File: src/rtl/rf_wb_sched.sv
// Register-file write-port scheduler: arbitrates pipeline (P) and long-latency (L) writebacks and keeps the L scoreboard.
// Optional trace output is enabled by defining RF_WB_TRACE_EN.
module rf_wb_sched #(
    parameter int STARVE_LIMIT = 4,
    parameter int OUTST_MAX    = 4
) (
    input  logic        clk,
    input  logic        rst_n,
    input  logic        p_valid,
    input  logic [4:0]  p_addr,
    input  logic [31:0] p_data,
    output logic        p_ready,
    input  logic        l_valid,
    input  logic [4:0]  l_addr,
    input  logic [31:0] l_data,
    output logic        l_ready,
    input  logic        iss_valid,
    input  logic [4:0]  iss_rd,
    output logic        iss_ready,
    input  logic [4:0]  chk_rs1,
    input  logic [4:0]  chk_rs2,
    input  logic [4:0]  chk_rd,
    output logic        hazard,
    output logic        rf_we,
    output logic [4:0]  rf_waddr,
    output logic [31:0] rf_wdata
);
    localparam int SW = $clog2(STARVE_LIMIT + 1);

    logic          rf_we_q, rf_we_d;
    logic [4:0]    rf_waddr_q, rf_waddr_d;
    logic [31:0]   rf_wdata_q, rf_wdata_d;
    logic          src_l_q, src_l_d;
    logic [31:0]   busy_q, busy_d;
    logic [SW-1:0] starve_cnt_q, starve_cnt_d;
    logic          starve_q, starve_d;
    logic [3:0]    outst_q, outst_d;

    logic p_nonnull, p_acc, l_acc, iss_acc;

    always_comb begin
        p_nonnull = p_valid && (p_addr != '0);
        if (starve_q && l_valid) begin
            p_ready = 1'b0;
            l_ready = 1'b1;
        end else begin
            p_ready = 1'b1;
            l_ready = l_valid && !p_nonnull;
        end
        p_acc     = p_valid && p_ready;
        l_acc     = l_valid && l_ready;
        iss_ready = (outst_q < 4'(OUTST_MAX));
        iss_acc   = iss_valid && iss_ready;
        hazard    = busy_q[chk_rs1] | busy_q[chk_rs2] | busy_q[chk_rd];
    end

    // P and L accepts never carry non-null writes in the same cycle, so one write slot suffices.
    always_comb begin
        rf_we_d    = 1'b0;
        rf_waddr_d = rf_waddr_q;
        rf_wdata_d = rf_wdata_q;
        src_l_d    = src_l_q;
        if (l_acc && (l_addr != '0)) begin
            rf_we_d    = 1'b1;
            rf_waddr_d = l_addr;
            rf_wdata_d = l_data;
            src_l_d    = 1'b1;
        end else if (p_acc && p_nonnull) begin
            rf_we_d    = 1'b1;
            rf_waddr_d = p_addr;
            rf_wdata_d = p_data;
            src_l_d    = 1'b0;
        end
    end

    always_comb begin
        starve_cnt_d = starve_cnt_q;
        if (l_acc) begin
            starve_cnt_d = '0;
        end else if (l_valid && !l_ready && (starve_cnt_q != SW'(STARVE_LIMIT))) begin
            starve_cnt_d = starve_cnt_q + 1'b1;
        end
        starve_d = l_acc ? 1'b0 : (starve_q || (starve_cnt_d == SW'(STARVE_LIMIT)));
    end

    always_comb begin
        outst_d = outst_q;
        if (iss_acc && !l_acc) begin
            outst_d = outst_q + 1'b1;
        end else if (l_acc && !iss_acc && (outst_q != '0)) begin
            outst_d = outst_q - 1'b1;
        end
    end

    // Clear follows the registered write so it lands on the RF commit edge; a same-edge issue re-sets the bit.
    always_comb begin
        busy_d = busy_q;
        if (rf_we_q && src_l_q) begin
            busy_d[rf_waddr_q] = 1'b0;
        end
        if (iss_acc && (iss_rd != '0)) begin
            busy_d[iss_rd] = 1'b1;
        end
        busy_d[0] = 1'b0;
    end

    always_ff @(posedge clk or negedge rst_n) begin
        if (!rst_n) begin
            rf_we_q      <= 1'b0;
            rf_waddr_q   <= '0;
            rf_wdata_q   <= '0;
            src_l_q      <= 1'b0;
            busy_q       <= '0;
            starve_cnt_q <= '0;
            starve_q     <= 1'b0;
            outst_q      <= '0;
        end else begin
            rf_we_q      <= rf_we_d;
            rf_waddr_q   <= rf_waddr_d;
            rf_wdata_q   <= rf_wdata_d;
            src_l_q      <= src_l_d;
            busy_q       <= busy_d;
            starve_cnt_q <= starve_cnt_d;
            starve_q     <= starve_d;
            outst_q      <= outst_d;
        end
    end

    assign rf_we    = rf_we_q;
    assign rf_waddr = rf_waddr_q;
    assign rf_wdata = rf_wdata_q;

`ifdef RF_WB_TRACE_EN
    always_ff @(posedge clk) begin
        if (rst_n) begin
            if (rf_we_q) begin
                $display("wb[%s] x%0d = 0x%08X", src_l_q ? "L" : "P", rf_waddr_q, rf_wdata_q);
            end
            if (starve_d && !starve_q) begin
                $display("wb starve");
            end
        end
    end
`else
`endif

endmodule

File: config.mk
export PLATFORM = sky130hd
export DESIGN_NAME = rf_wb_sched
export DESIGN_NICKNAME = d
export VERILOG_FILES = /design/src/rtl/rf_wb_sched.sv
export SDC_FILE = /design/constraint.sdc
export NUM_CORES = 1
export LEC_CHECK = 0
export CAP_MARGIN = 20
export CORE_MARGIN = 2
export CORE_UTILIZATION = 47
export DETAILED_ROUTE_END_ITERATION = 8
export MAX_ROUTING_LAYER = met4
export PLACE_DENSITY = 0.81
export SLEW_MARGIN = 20
export SYNTH_ARGS = -nofsm -noshare
export SYNTH_HDL_FRONTEND = slang
export SYNTH_SLANG_ARGS = --single-unit
File: constraint.sdc
create_clock -name clk -period 3.6 [get_ports clk]
set_input_delay 1.08 -clock clk [delete_from_list [all_inputs] [get_ports clk]]
set_output_delay 1.08 -clock clk [all_outputs]
set_load 0.05 [all_outputs]
==> qor.yml <==
placed_design:
  place.gp.congestion: 0.984
  dp_hpwl_um: 10500
  numPortBuffers: 140
timing:
  hold_violations: 0
  period_share: 1.01
  max_freq_ghz: 0.274
  setup-violations-final: 1
  period_needed_ns: 3.65
  relSlewSlack: 0.362
  tightest_slew_ns: 0.957
  rsz0062_at_grt: "yes"
  setup_slack_ns: -0.0532
  skew_ns: 0.00959
  timing.final.max_slew_violations: 0
  fin_hold_ws_ns: 0.479
logic_synthesis:
  synth_nets: 507
  yosysSeqAreaShare: 0.442
  synthArstFlopShare: 1.00
  yosysTopAreaCell: "dfrtp_1"
  avgSynthCellArea_um2: 11.0
  yosys.area.top_type_share: 0.442
  ys_ff_latch: 78
  synth.most_common_cell: "dfrtp_1"
  yosys-top-cells-area: "dfrtp_1, mux4_2, o21ai_0, a22o_1, a21o_1"
  synth_edf_count: 0
  ys_types: 52
  synth-main-ff-cell: "dfrtp_1"
  synthTopCellsByCount: "dfrtp_1, o21ai_0, a21o_1"
  synthCells: 403
  ys_warn_count: 0
  syn-cell-area_mm2: 0.00442
global_routing:
  antenna_found_initial: 0
  overflow: 0
  grt_usage: 0.298
  grt_max_degree: 79
  grt_pass1_vias: 4432
  grt_pass1_wl_um: 22500
setup_path:
  worstPathRequired_ns: 2.52
  startpoint_type: "input pin"
  worst_setup_path_end_kind: "primary output"
  crit_type: "input pin to primary output"
  worstPathMaxFanout: 5
  cp.arrival_ns: 2.57
pwr:
  p_leak_nw: 2.67
  p_total_mw: 3.78
  powerDensity_mw_per_mm2: 590
  peakVddDrop_v: 0.000355
clock_network:
  cts_tree: "yes"
  clkSinkCount: 78
  cts_max_path_buffers: 2
  htree_levels: 3
  clk_pin_slew_ns: 0.08
  worstSkewPairLatency_ns: 0.35
  root_buffer: "clkbuf_8"
  cts_buffers: 9
floorplan:
  placement_rows: 35
  dieHeight_um: 101
  io_pins: 141
  dieArea_mm2: 0.0102
  initial_utilization: 0.481
  die_x_um: 101
  coreArea_mm2: 0.00920
detailed_routing:
  vias: 4279
  viasPerCell: 6.27
  drt_iter0_drc: 263
  wire_per_inst_um: 21.0
  drc: 0
  drt-total-wl_um: 14300
  first_pass_iters: 5
  antenna_left: 0
outcome:
  failed_checks: "setup timing"
  outcome: "finished with violations"
final_layout:
  antenna_cells: 0
  fill_cells: 674
  drive_gt1_frac: 0.189
  ff_latch_area_mm2: 0.00195
  area_delta_synth_final_pct: 44.9
  multi_input_area_mm2: 0.00239
  nNetsFinal: 671
worst_hold_path:
  min_path_type: "flip-flop to flip-flop"
flow_run:
  maxCapViolCount: 0
final timing paths:
| check | from | to | slack (ns) | cells after the start |
|---|---|---|---|---|
| worst max-delay path | chk_rs2[1] | hazard | -0.05 | 8 |
| worst min-delay path | rf_wdata[26]$_DFFE_PN0P_ | rf_wdata[26]$_DFFE_PN0P_ | 0.48 | 1 |
| worst max register to register | starve_q$_DFF_PN0_ | outst_q[3]$_DFFE_PN0P_ | 1.48 | 9 |
| worst min register to register | rf_wdata[26]$_DFFE_PN0P_ | rf_wdata[26]$_DFFE_PN0P_ | 0.48 | 1 |
| max in group asynchronous | rst_n | rf_we$_DFF_PN0_ | 2.10 | 1 |
| min in group asynchronous | rst_n | rf_wdata[5]$_DFFE_PN0P_ | 0.88 | 1 |
cell usage in the layout, fill, tap and decap left out, types with 3 or more instances in the layout:
master	synthesis	final
a21o_1	33	33
nand3b_1	9	9
or3b_2	4	4
nand3_1	7	7
clkdlybuf4s50_1	0	122
a21oi_1	3	3
mux2i_1	10	10
inv_1	7	7
o21ai_0	63	63
mux4_2	15	15
nor2b_1	8	6
or3_1	5	5
buf_12	0	4
nand2_1	17	17
nand2b_1	3	3
ha_1	4	4
buf_2	1	4
a211oi_1	4	3
o22ai_1	5	4
xor2_1	3	3
dlygate4sd2_1	0	6
nand4b_1	3	3
dfrtp_1	78	78
and3_1	3	3
clkbuf_8	0	9
a22o_1	32	32
mux2_2	9	9
buf_4	0	31
nor2_1	17	16
per-layer routing:
metal	wire, µm	track usage	share of wire
met3	1070	0.0492	0.075
met5	0	-	0
met1	5400	0.349	0.38
met2	7310	0.506	0.51
met4	507	0.135	0.035
where the power goes:
group	internal (mW)	leakage (nW)	switching (mW)	total, mW
clock network	0.386	0.0994	0.299	0.685
registers	1.15	0.890	0.338	1.49
logic	0.753	1.68	0.856	1.61
total	2.29	2.67	1.49	3.78
critical path, cell delays in order:
cell and delay [ns]:
buf_8 0.08, buf_8 0.11, mux4_2 0.50, nor2b_2 0.14, nor4b_2 0.06, nor4_2 0.28
nand4_1 0.14, buf_6 0.18
cell type report:
cell class | instances | area share
multi-input cells | 296 | 0.373
flip-flops and latches | 78 | 0.305
repair buffers | 175 | 0.264
well taps | 111 | 0.0217
clock buffers | 11 | 0.0205
clock inverters | 4 | 0.0113
inverters | 7 | 0.00410
repair_timing:
item | CTS | global route
setup buffers | 4 | 0
endpoints found under the setup margin | 2 | 1
gates resized for setup | 45 | 11
hold buffers | 0 | 0
hold endpoints to repair | 0 | 0
pin swaps | 8 | 3
gates cloned | 2 | 0
metrics by stage:
step	std cells	instance area [µm²]	util	setup slack [ns]	TNS [ns]
2_1_floorplan	403	4440	-	-0.114	-0.114
3_3_place_gp	661	6080	0.662	-0.609	-0.724
3_5_place_dp	661	6080	0.662	-0.563	-0.823
4_1_cts	682	6380	0.693	-0.0602	-0.0602
5_1_grt	682	6400	0.696	-0.166	-0.166
6_report	682	6400	0.696	-0.0532	-0.0532
cells by family after synthesis:
group           after synthesis  synth area share
simple gates                 94             0.125
mux                          34             0.122
xor+xnor                      3           0.00595
flops                        78             0.442
compound gates              160             0.253
fa+ha+maj                     5            0.0159
buf+inv                      29            0.0368
sequential cells by signal, summed over array words and instances, names as in the netlist:
| name | flops |
|---|---|
| busy_q | 31 |
| outst_q | 4 |
| rf_waddr | 5 |
| rf_wdata | 32 |
| rf_we | 1 |
| src_l_q | 1 |
| starve_cnt_q | 3 |
| starve_q | 1 |
Power figures use the tool's default switching activity.
